===== config.mk =====
export PLATFORM = sky130hd
export DESIGN_NAME = ir_nec_tx
export DESIGN_NICKNAME = d
export VERILOG_FILES = /design/src/rtl/ir_nec_pkg.sv /design/src/rtl/ir_nec_tx_carrier.sv /design/src/rtl/ir_nec_tx.sv
export SDC_FILE = /design/constraint.sdc
export NUM_CORES = 1
export LEC_CHECK = 0
export ABC_AREA = 1
export CAP_MARGIN = 5
export CORE_ASPECT_RATIO = 0.6
export CORE_UTILIZATION = 60
export DETAILED_ROUTE_END_ITERATION = 12
export PLACE_DENSITY = 0.85
export SKIP_CTS_REPAIR_TIMING = 1
export SLEW_MARGIN = 10
export SYNTH_ARGS = -nofsm -noshare
export SYNTH_HDL_FRONTEND = slang
export SYNTH_SLANG_ARGS = --single-unit

===== constraint.sdc =====
create_clock -name CLOCK_50 -period 7.91 [get_ports CLOCK_50]
set_clock_uncertainty 0.2 [all_clocks]
set_input_delay 1.582 -clock CLOCK_50 [delete_from_list [all_inputs] [get_ports CLOCK_50]]
set_output_delay 1.582 -clock CLOCK_50 [all_outputs]
set_load 0.01 [all_outputs]

===== src/rtl/ir_nec_pkg.sv =====
// ---------------------------------------------------------------------------
// ir_nec_pkg -- shared definitions for the NEC infrared transmitter/receiver.
// Holds the transmitter state encoding and every NEC timing constant,
// expressed in CLOCK_50 (50 MHz) cycles. No logic lives here.
// ---------------------------------------------------------------------------
package ir_nec_pkg;

  // Width of the single per-state down-counter (GAP of 2,000,000 fits in 21 bits)
  localparam int unsigned TIMER_W = 21;

  // Envelope timing, CLOCK_50 cycles
  localparam int unsigned LEAD_MARK_CYC  = 450000;
  localparam int unsigned LEAD_SPACE_CYC = 225000;
  localparam int unsigned REP_SPACE_CYC  = 112500;
  localparam int unsigned BIT_MARK_CYC   = 28125;  // also the stop mark
  localparam int unsigned BIT0_SPACE_CYC = 28125;
  localparam int unsigned BIT1_SPACE_CYC = 84375;
  localparam int unsigned GAP_CYC        = 2000000;

  // 38 kHz carrier: 1316-cycle period, 50 % duty
  localparam int unsigned CARRIER_PERIOD_CYC = 1316;
  localparam int unsigned CARRIER_HALF_CYC   = 658;
  localparam int unsigned CARRIER_W          = 11;

  typedef enum logic [2:0] {
    IDLE       = 3'd0,
    LEAD_MARK  = 3'd1,
    LEAD_SPACE = 3'd2,
    REP_SPACE  = 3'd3,
    BIT_MARK   = 3'd4,
    BIT_SPACE  = 3'd5,
    STOP_MARK  = 3'd6,
    GAP        = 3'd7
  } nec_state_t;

endpackage


===== src/rtl/ir_nec_tx_carrier.sv =====
// ---------------------------------------------------------------------------
// ir_carrier_gen -- free-running 50 % duty carrier with phase restart.
// Ports:
//   CLOCK_50  in   system clock, rising edge
//   rst_n     in   asynchronous active-low reset
//   restart   in   force the carrier high with a fresh phase on the next cycle
//   carrier   out  registered carrier, HALF_CYC cycles high then HALF_CYC low
// ---------------------------------------------------------------------------
module ir_carrier_gen
  import ir_nec_pkg::*;
#(
  parameter int unsigned HALF_CYC = CARRIER_HALF_CYC
) (
  input  logic CLOCK_50,
  input  logic rst_n,
  input  logic restart,
  output logic carrier
);

  logic [CARRIER_W-1:0] cnt_q;
  logic                 carrier_q;

  // Half-period counter; toggles the carrier each time it wraps
  always_ff @(posedge CLOCK_50 or negedge rst_n) begin
    if (!rst_n) begin
      cnt_q     <= '0;
      carrier_q <= 1'b0;
    end else if (restart) begin
      // restart lines up with the first cycle of a mark, so that cycle is high
      cnt_q     <= '0;
      carrier_q <= 1'b1;
    end else if (cnt_q == CARRIER_W'(HALF_CYC - 1)) begin
      cnt_q     <= '0;
      carrier_q <= ~carrier_q;
    end else begin
      cnt_q     <= cnt_q + 1'b1;
      carrier_q <= carrier_q;
    end
  end

  assign carrier = carrier_q;

endmodule


===== src/rtl/ir_nec_tx.sv =====
// ---------------------------------------------------------------------------
// ir_nec_tx -- NEC infrared frame / repeat-code transmitter.
// Ports:
//   CLOCK_50     in   50 MHz clock, rising edge
//   rst_n        in   asynchronous active-low reset
//   start        in   one-cycle request for a full frame (wins over rpt)
//   rpt          in   one-cycle request for a repeat code
//   custom_code  in   16-bit address, [7:0] sent first
//   key_code     in   8-bit command, followed on air by its complement
//   busy         out  high from the cycle after acceptance through done
//   done         out  one-cycle pulse in the last cycle of the gap
//   tx_env       out  registered envelope, 1 = mark
//   IRDA_TXD     out  tx_env gated with the 38 kHz carrier
// The P_* parameters default to the NEC timings; they exist so the
// durations can be shortened for quick simulation.
// ---------------------------------------------------------------------------
module ir_nec_tx
  import ir_nec_pkg::*;
#(
  parameter int unsigned P_LEAD_MARK    = LEAD_MARK_CYC,
  parameter int unsigned P_LEAD_SPACE   = LEAD_SPACE_CYC,
  parameter int unsigned P_REP_SPACE    = REP_SPACE_CYC,
  parameter int unsigned P_BIT_MARK     = BIT_MARK_CYC,
  parameter int unsigned P_BIT0_SPACE   = BIT0_SPACE_CYC,
  parameter int unsigned P_BIT1_SPACE   = BIT1_SPACE_CYC,
  parameter int unsigned P_GAP          = GAP_CYC,
  parameter int unsigned P_CARRIER_HALF = CARRIER_HALF_CYC
) (
  input  logic        CLOCK_50,
  input  logic        rst_n,
  input  logic        start,
  input  logic        rpt,
  input  logic [15:0] custom_code,
  input  logic [7:0]  key_code,
  output logic        busy,
  output logic        done,
  output logic        tx_env,
  output logic        IRDA_TXD
);

  // Timer load value: a state lasting n cycles is entered with n-1
  function automatic logic [TIMER_W-1:0] load_f(input int unsigned cyc);
    return TIMER_W'(cyc - 1);
  endfunction

  nec_state_t         state_q, state_d;
  logic [TIMER_W-1:0] timer_q, timer_d;
  logic [31:0]        shreg_q, shreg_d;
  logic [4:0]         bitcnt_q, bitcnt_d;
  logic               rep_q, rep_d;
  logic               env_q, env_d;
  logic               busy_q, busy_d;
  logic               done_q, done_d;
  logic               restart_s;
  logic               carrier_s;
  logic               timer_zero_s;

  assign timer_zero_s = (timer_q == '0);

  // Next-state, timer and datapath decode
  always_comb begin
    state_d  = state_q;
    timer_d  = timer_q;
    shreg_d  = shreg_q;
    bitcnt_d = bitcnt_q;
    rep_d    = rep_q;

    case (state_q)
      IDLE: begin
        if (start) begin
          // Air order is LSB first: custom low, custom high, key, ~key
          shreg_d  = {~key_code, key_code, custom_code[15:8], custom_code[7:0]};
          bitcnt_d = 5'd0;
          rep_d    = 1'b0;
          state_d  = LEAD_MARK;
          timer_d  = load_f(P_LEAD_MARK);
        end else if (rpt) begin
          rep_d   = 1'b1;
          state_d = LEAD_MARK;
          timer_d = load_f(P_LEAD_MARK);
        end else begin
          state_d = IDLE;
        end
      end
      LEAD_MARK: begin
        if (!timer_zero_s) begin
          timer_d = timer_q - 1'b1;
        end else if (rep_q) begin
          state_d = REP_SPACE;
          timer_d = load_f(P_REP_SPACE);
        end else begin
          state_d = LEAD_SPACE;
          timer_d = load_f(P_LEAD_SPACE);
        end
      end
      LEAD_SPACE: begin
        if (!timer_zero_s) begin
          timer_d = timer_q - 1'b1;
        end else begin
          state_d = BIT_MARK;
          timer_d = load_f(P_BIT_MARK);
        end
      end
      REP_SPACE: begin
        if (!timer_zero_s) begin
          timer_d = timer_q - 1'b1;
        end else begin
          state_d = STOP_MARK;
          timer_d = load_f(P_BIT_MARK);
        end
      end
      BIT_MARK: begin
        if (!timer_zero_s) begin
          timer_d = timer_q - 1'b1;
        end else begin
          state_d = BIT_SPACE;
          timer_d = shreg_q[0] ? load_f(P_BIT1_SPACE) : load_f(P_BIT0_SPACE);
        end
      end
      BIT_SPACE: begin
        if (!timer_zero_s) begin
          timer_d = timer_q - 1'b1;
        end else begin
          shreg_d  = {1'b0, shreg_q[31:1]};
          bitcnt_d = bitcnt_q + 1'b1;
          // bitcnt_q == 31 means the 32nd bit just finished (counter wraps to 0)
          if (bitcnt_q == 5'd31) begin
            state_d = STOP_MARK;
          end else begin
            state_d = BIT_MARK;
          end
          timer_d = load_f(P_BIT_MARK);
        end
      end
      STOP_MARK: begin
        if (!timer_zero_s) begin
          timer_d = timer_q - 1'b1;
        end else begin
          state_d = GAP;
          timer_d = load_f(P_GAP);
        end
      end
      GAP: begin
        if (!timer_zero_s) begin
          timer_d = timer_q - 1'b1;
        end else begin
          state_d = IDLE;
          rep_d   = 1'b0;
        end
      end
      default: begin
        state_d = IDLE;
        timer_d = '0;
      end
    endcase

    env_d  = (state_d == LEAD_MARK) || (state_d == BIT_MARK) || (state_d == STOP_MARK);
    busy_d = (state_d != IDLE);
    done_d = (state_d == GAP) && (timer_d == '0);
    // Marks are never adjacent, so a mark next state that differs from the
    // current one is always the first cycle of a fresh mark
    restart_s = env_d && (state_d != state_q);
  end

  // FSM, datapath and registered outputs
  always_ff @(posedge CLOCK_50 or negedge rst_n) begin
    if (!rst_n) begin
      state_q  <= IDLE;
      timer_q  <= '0;
      shreg_q  <= '0;
      bitcnt_q <= '0;
      rep_q    <= 1'b0;
      env_q    <= 1'b0;
      busy_q   <= 1'b0;
      done_q   <= 1'b0;
    end else begin
      state_q  <= state_d;
      timer_q  <= timer_d;
      shreg_q  <= shreg_d;
      bitcnt_q <= bitcnt_d;
      rep_q    <= rep_d;
      env_q    <= env_d;
      busy_q   <= busy_d;
      done_q   <= done_d;
    end
  end

  ir_carrier_gen #(
    .HALF_CYC (P_CARRIER_HALF)
  ) u_carrier (
    .CLOCK_50 (CLOCK_50),
    .rst_n    (rst_n),
    .restart  (restart_s),
    .carrier  (carrier_s)
  );

  assign busy     = busy_q;
  assign done     = done_q;
  assign tx_env   = env_q;
  assign IRDA_TXD = env_q & carrier_s;

endmodule


* Word-level counts from Yosys, hierarchy flattened
Cells that the tools add are included.
Word-level totals: flip-flop bits (word level) 77, bits of input ports 28, word-level logic and storage cells 84, output and inout bits 4
Operators by class: equality and inequality tests 18, $add $sub $neg 3, reduce and logical (&&, ||, !) cells 14, mux-type cells 36, bitwise operators 3
Operator list (number):
- 21-bit two-way mux | 7
- 21-bit case mux with 6 select lines | 1
- 32-bit two-way mux | 2
- 32-bit case mux with 2 select lines | 1
- 21-bit logical NOT | 2
- 3-bit case mux with 8 select lines | 1
- 11-bit two-way mux | 2
- 3-bit == test, second input constant | 7
- 3-bit two-way mux | 7
- 21-bit by 1-bit subtractor with 21-bit output, second input constant | 1
- 18-bit two-way mux | 1
- 17-bit two-way mux | 1
- 11-bit by 1-bit adder with 11-bit output, second input constant | 1
- 11-bit by 10-bit == test with 1-bit output, second input constant | 1
- 5-bit two-way mux | 2
- 5-bit case mux with 2 select lines | 1
- 1-bit two-way mux | 8
- 8-bit inverter | 1
- 3-bit by 1-bit == test with 1-bit output, second input constant | 2
- 3-bit by 2-bit == test with 1-bit output, second input constant | 2
- 2-bit != test, second input constant | 3
- 3-bit AND reduction | 2
- 2-bit nonzero test | 3
- 5-bit by 1-bit adder with 5-bit output, second input constant | 1
- 12 further kinds | 14

* Longest topological paths before layout
depth after elaboration 9, mapped depth 17, gate-level depth less buffers 16

* Modules after synthesis
From an unflattened synthesis, not the netlist that was laid out.
Second synthesis, totals: cell total of the unflattened synthesis 618, area total of the unflattened synthesis 4555.6 µm²
Modules (own cells, without submodules):
- ir_nec_tx | sequential area each 1626.6 µm², cells an instance 526, times used 1, area each 3875.0 µm²
- ir_carrier_gen | sequential area each 300.3 µm², cells an instance 92, times used 1, area each 680.7 µm²

* Worst setup path after synthesis
OpenSTA, ideal clock, no wires.
kind input-to-reg, start input start, end register done_q (netlist: done), path slack 4.811 ns, data arrival time 2.827 ns, data required time 7.638 ns, stages 12, cells stage by stage clkbuf_1 -> nor2_1 -> nand2_1 -> buf_2 -> nor2_1 -> a21oi_1 -> nand3_1 -> nor2_1 -> nand2_1 -> nor2_1 -> nand3_1 -> nor2_1
On the way: cells in the longest elaborated chain, start to end 4, elaborated cells between the ends (all ways) 7
RTL lines:
- start, declared | RTL line ir_nec_tx.sv:31 | input logic start,
- 21-bit two-way mux / 1-bit two-way mux (equally long branches) | RTL line ir_nec_tx.sv:70 | if (start) begin
- 21-bit case mux with 6 select lines / 3-bit case mux with 8 select lines (equally long branches) | RTL line ir_nec_tx.sv:68 | case (state_q)
- 21-bit logical NOT / 3-bit == test (equally long branches) | RTL line ir_nec_tx.sv:159 | done_d = (state_d == GAP) && (timer_d == '0);
- 1-bit logical AND (*) | RTL line ir_nec_tx.sv:159
- via done_d | RTL line ir_nec_tx.sv:53 | logic done_q, done_d;
- end signal, assigned | RTL line ir_nec_tx.sv:184 | done_q <= done_d;
- end, declared | RTL line ir_nec_tx.sv:53
Mark *: on every way through the listed nets, which the timed path passes. The rest lies on a longest branch. A chain may end at the register's enable or synchronous reset.

* Worst setup path in the final report
start register state_q[1], end register u_carrier.cnt_q[10]
On the way: cells in the longest elaborated chain, start to end 7, elaborated cells between the ends (all ways) 24
RTL lines:
- start, declared | RTL line ir_nec_tx.sv:46 | nec_state_t state_q, state_d;
- start signal, assigned | RTL line ir_nec_tx.sv:177 | state_q <= state_d;
- 3-bit == test (tied with other cells) | RTL line ir_nec_tx.sv:68
- 3-bit case mux with 8 select lines | RTL line ir_nec_tx.sv:68
- 3-bit by 1-bit == test with 1-bit output / 3-bit == test (equally long branches) | RTL line ir_nec_tx.sv:157 | env_d = (state_d == LEAD_MARK) || (state_d == BIT_MARK) || (state_d == STOP_MARK);
- 1-bit logical OR (2 in a row) | RTL line ir_nec_tx.sv:157
- 1-bit logical AND (*) | RTL line ir_nec_tx.sv:162 | restart_s = env_d && (state_d != state_q);
- 11-bit two-way mux (*) | RTL line ir_nec_tx_carrier.sv:28 | end else if (restart) begin
- end signal, assigned | RTL line ir_nec_tx_carrier.sv:36 | cnt_q <= cnt_q + 1'b1;
- end, declared | RTL line ir_nec_tx_carrier.sv:20 | logic [CARRIER_W-1:0] cnt_q;
Every way passes the cells marked *; elsewhere a longest branch is shown, timed or not.

==> flow_summary.toml <==
[final_layout]
layout-drive-gt1-share = 0.08169
fin_nets = 692
syn2layout_area_growth_pct = 14.59
antenna_cells = 0
finalNonFillerCells = 765

[sta]
fin_ws_ns = 3.969
grt_setup_unrepaired = "no"
finalHoldViolCount = 0
slew-limit-headroom = 0.3538
timing.setup.tns_ns = 0
slew_viol_final = 0
worst_pin_slew_ns = 0.9693
clock.fmax_mhz = 253.8
setup_viol = 0
post-route-min-period_ns = 3.941
min_period_over_period = 0.4982

[global_route]
antenna_found_initial = 0
grt_pass1_wl_um = 20100
grtUsageTotal = 0.3319
grt_max_degree = 78
overflow = 0
grt_pass1_vias = 4042

[setup_path]
rr_startpoint = "state_q[1]"
end_kind = "flop"
ff2ff_setup_slack_ns = 3.97
timing.rr.end = "u_carrier.cnt_q[10]"
crit_end = "u_carrier.cnt_q[10]"
critPathKind = "reg -> reg"
startpoint = "state_q[1]"
critPathArrivalTime_ns = 3.94
reg2reg_depth = 10
critPathMaxFanout = 12
cp-start-kind = "flop"
required_ns = 7.91

[routing]
dr.pass1.iters = 6
drtIter0Drc = 466
postRouteAntennaNets = 0
wl_um = 12300
wl_per_cell_um = 16.08
drcViolationCount = 0
detail_route.vias_per_cell = 5.876
dr_total_vias = 4495

[yosys]
synth_compound_area_frac = 0.1345
yosys_warnings = 0
synthSimpleGateAreaFrac = 0.3219
synth.cell_area_um2 = 4622
synth.area.mux_share = 0
postSynthNetCount = 669
yosys.area_share.xor_xnor = 0.02463
synth_cell_type_count = 39
synth_fa_ha_area_frac = 0.02166
synth_cells = 633
synth_top_family_by_area = "simple AND/OR/NAND/NOR gates"
yosysSeqAreaShare = 0.4169
syn_area_per_cell_um2 = 7.302
synth-seq-cells = 77

[clocking]
clock_path_buffers = 2
cts.root.buffer_cell = "clkbuf_16"
cts_tree = "yes"
clock_latency_ns = 0.34
cts_num_sinks = 77
cts_max_level = 3
cts_buffers = 9
clk_pin_slew_worst_paths_ns = 0.06

[pwr]
pwr-share-comb = 0.399
power.density_nw_per_um2 = 351.3
p_switching_uw = 786.2
swShare = 0.4226
power.share.clock = 0.245
seq_power_share = 0.355
p_int_mw = 1.074
max-vdd-ir-drop_mv = 0.3330
leakagePower_nw = 2.540

[floorplanning]
core_area_um2 = 7357
dieHeight_um = 69.99
die_x_um = 115.3
die_area_um2 = 8070
io_pins = 32
start_util = 0.6282
num_rows = 24

[placed_design]
dp_slack_ns = 3.808
port_buffers = 31
dpl.hpwl_um = 8861
place_congestion = 0.9670
place_inst = 749

[flow_run]
maxCapViolCount = 0

[status]
status = "complete, no violations"

[worst_hold_path]
min_path_type = "reg -> reg"
[stage by stage]
stage,area (um2),total power [mW],hold slack [ns],util
after detailed placement,4962,1.377,0.2676,0.6745
after CTS,5296,1.841,0.2823,0.7199
after global placement,4962,1.347,0.2649,0.6745
after global routing,5296,1.976,0.3222,0.7199
after floorplan,4622,1.191,0.2479,-
final,5296,1.860,0.2816,0.7199
[placed cells by master, fill, tap and decap left out, types with 5 or more instances in the layout]
cell             instances
nand2_1                157
nor2_1                 102
dfrtp_1                 77
inv_1                   66
nand3_1                 42
o21ai_0                 34
clkdlybuf4s50_1         30
a21oi_1                 16
o22ai_1                 16
xor2_1                  12
nand4_1                  9
clkbuf_16                9
a21oi_2                  8
ha_1                     8
inv_2                    7
o31ai_1                  7
a31oi_1                  7
nor2_2                   5
nand2_2                  5
nor3_1                   5
[registers in the layout, indices dropped and copies added, names as in the netlist]
name               flops
rep_q                  1
timer_q               21
u_carrier.carrier      1
done                   1
shreg_q               32
tx_env                 1
bitcnt_q               5
busy                   1
state_q                3
u_carrier.cnt_q       11
[critical path, cell delays in order, from the launching register on]
cell and delay (ns):
dfrtp_1 0.48, nor2_1 0.14, inv_1 0.08, nor2_1 0.72, inv_1 0.48, nor2_1 0.34
nand2_1 0.37, nand2_2 0.26, nand2_1 0.07, nand3_1 0.48, a21oi_1 0.15
[per-layer routing]
metal | wire [um] | up-vias | GRT usage
met3 | 1559 | 29 | 0.1172
met2 | 4983 | 260 | 0.4644
met4 | 171 | 0 | 0.08802
met5 | 0 | - | 0
li1 | - | 2095 | -
met1 | 5587 | 2111 | 0.4851
[Yosys cell counts]
master      n  area (um2)
or2_2       3       18.77
nand3_1    42       210.2
clkbuf_1    7       26.28
a31oi_1     7       43.79
dfrtp_1    77        1927
buf_1       1       3.750
xor2_1     12       105.1
nor2_4      4       45.04
nor2_1    102       382.9
nand3b_1    3       22.52
o21ai_2     1       8.760
nor2_2      5       31.28
o21ai_1     3       15.01
nor2_8      1       20.02
and2_0      1       6.260
o21ai_4     1       16.27
inv_2       7       26.28
a22oi_1     1       7.510
o221ai_1    1       8.760
nand2_2     5       31.28
a22o_1      2       17.52
o21ai_0    34       170.2
nor3_1      5       25.02
nand2_1   157       589.3
buf_6       2       22.52
o31ai_1     7       52.55
a21oi_2     8       70.07
nor4_1      3       18.77
o211ai_1    2       15.01
a21oi_1    16       80.08
nand4_1     9       56.30
xnor2_1     1       8.760
a21oi_4     1       16.27
o22ai_1    16       100.1
and3_1      2       12.51
nand3_4     1       17.52
ha_1        8       100.1
buf_2       9       45.04
inv_1      66       247.7
[power by group through the flow]
stage                     sequential, mW  combinational, mW  clock (mW)
after floorplan                    0.624              0.567           0
after global placement             0.651              0.696           0
after detailed placement           0.659              0.718           0
after CTS                          0.655              0.726       0.461
after global routing               0.675              0.828       0.473
final                              0.661              0.743       0.457
[layout make-up]
type | count | area, um2
clock buffers | 11 | 252.7
inverters | 73 | 274.0
well taps | 104 | 130.1
fillers | 594 | 2061
repair buffers | 31 | 307.8
multi-input cells | 464 | 2323
flip-flops and latches | 77 | 1927
clock inverters | 5 | 81.33
[cell families (layout without fill, tap and decap cells)]
logic type,after synthesis,in the layout
buffers and inverters,92,120
adders and majority gates,8,8
AOI/OAI and AO/OA,100,100
xor gates and xnor gates,13,13
and+or+nand+nor,343,343
DFF,77,77
[how the worst min path moves through the flow]
stage	start	to	slack [ns]	cells after the start
after floorplan	shreg_q[24]	shreg_q[24]	0.25	2
after global placement	shreg_q[27]	shreg_q[27]	0.26	2
after detailed placement	shreg_q[27]	shreg_q[27]	0.27	2
after CTS	shreg_q[27]	shreg_q[27]	0.28	2
after global routing	shreg_q[26]	shreg_q[26]	0.32	2
final	shreg_q[27]	shreg_q[27]	0.28	2
Power figures use the tool's default switching activity.
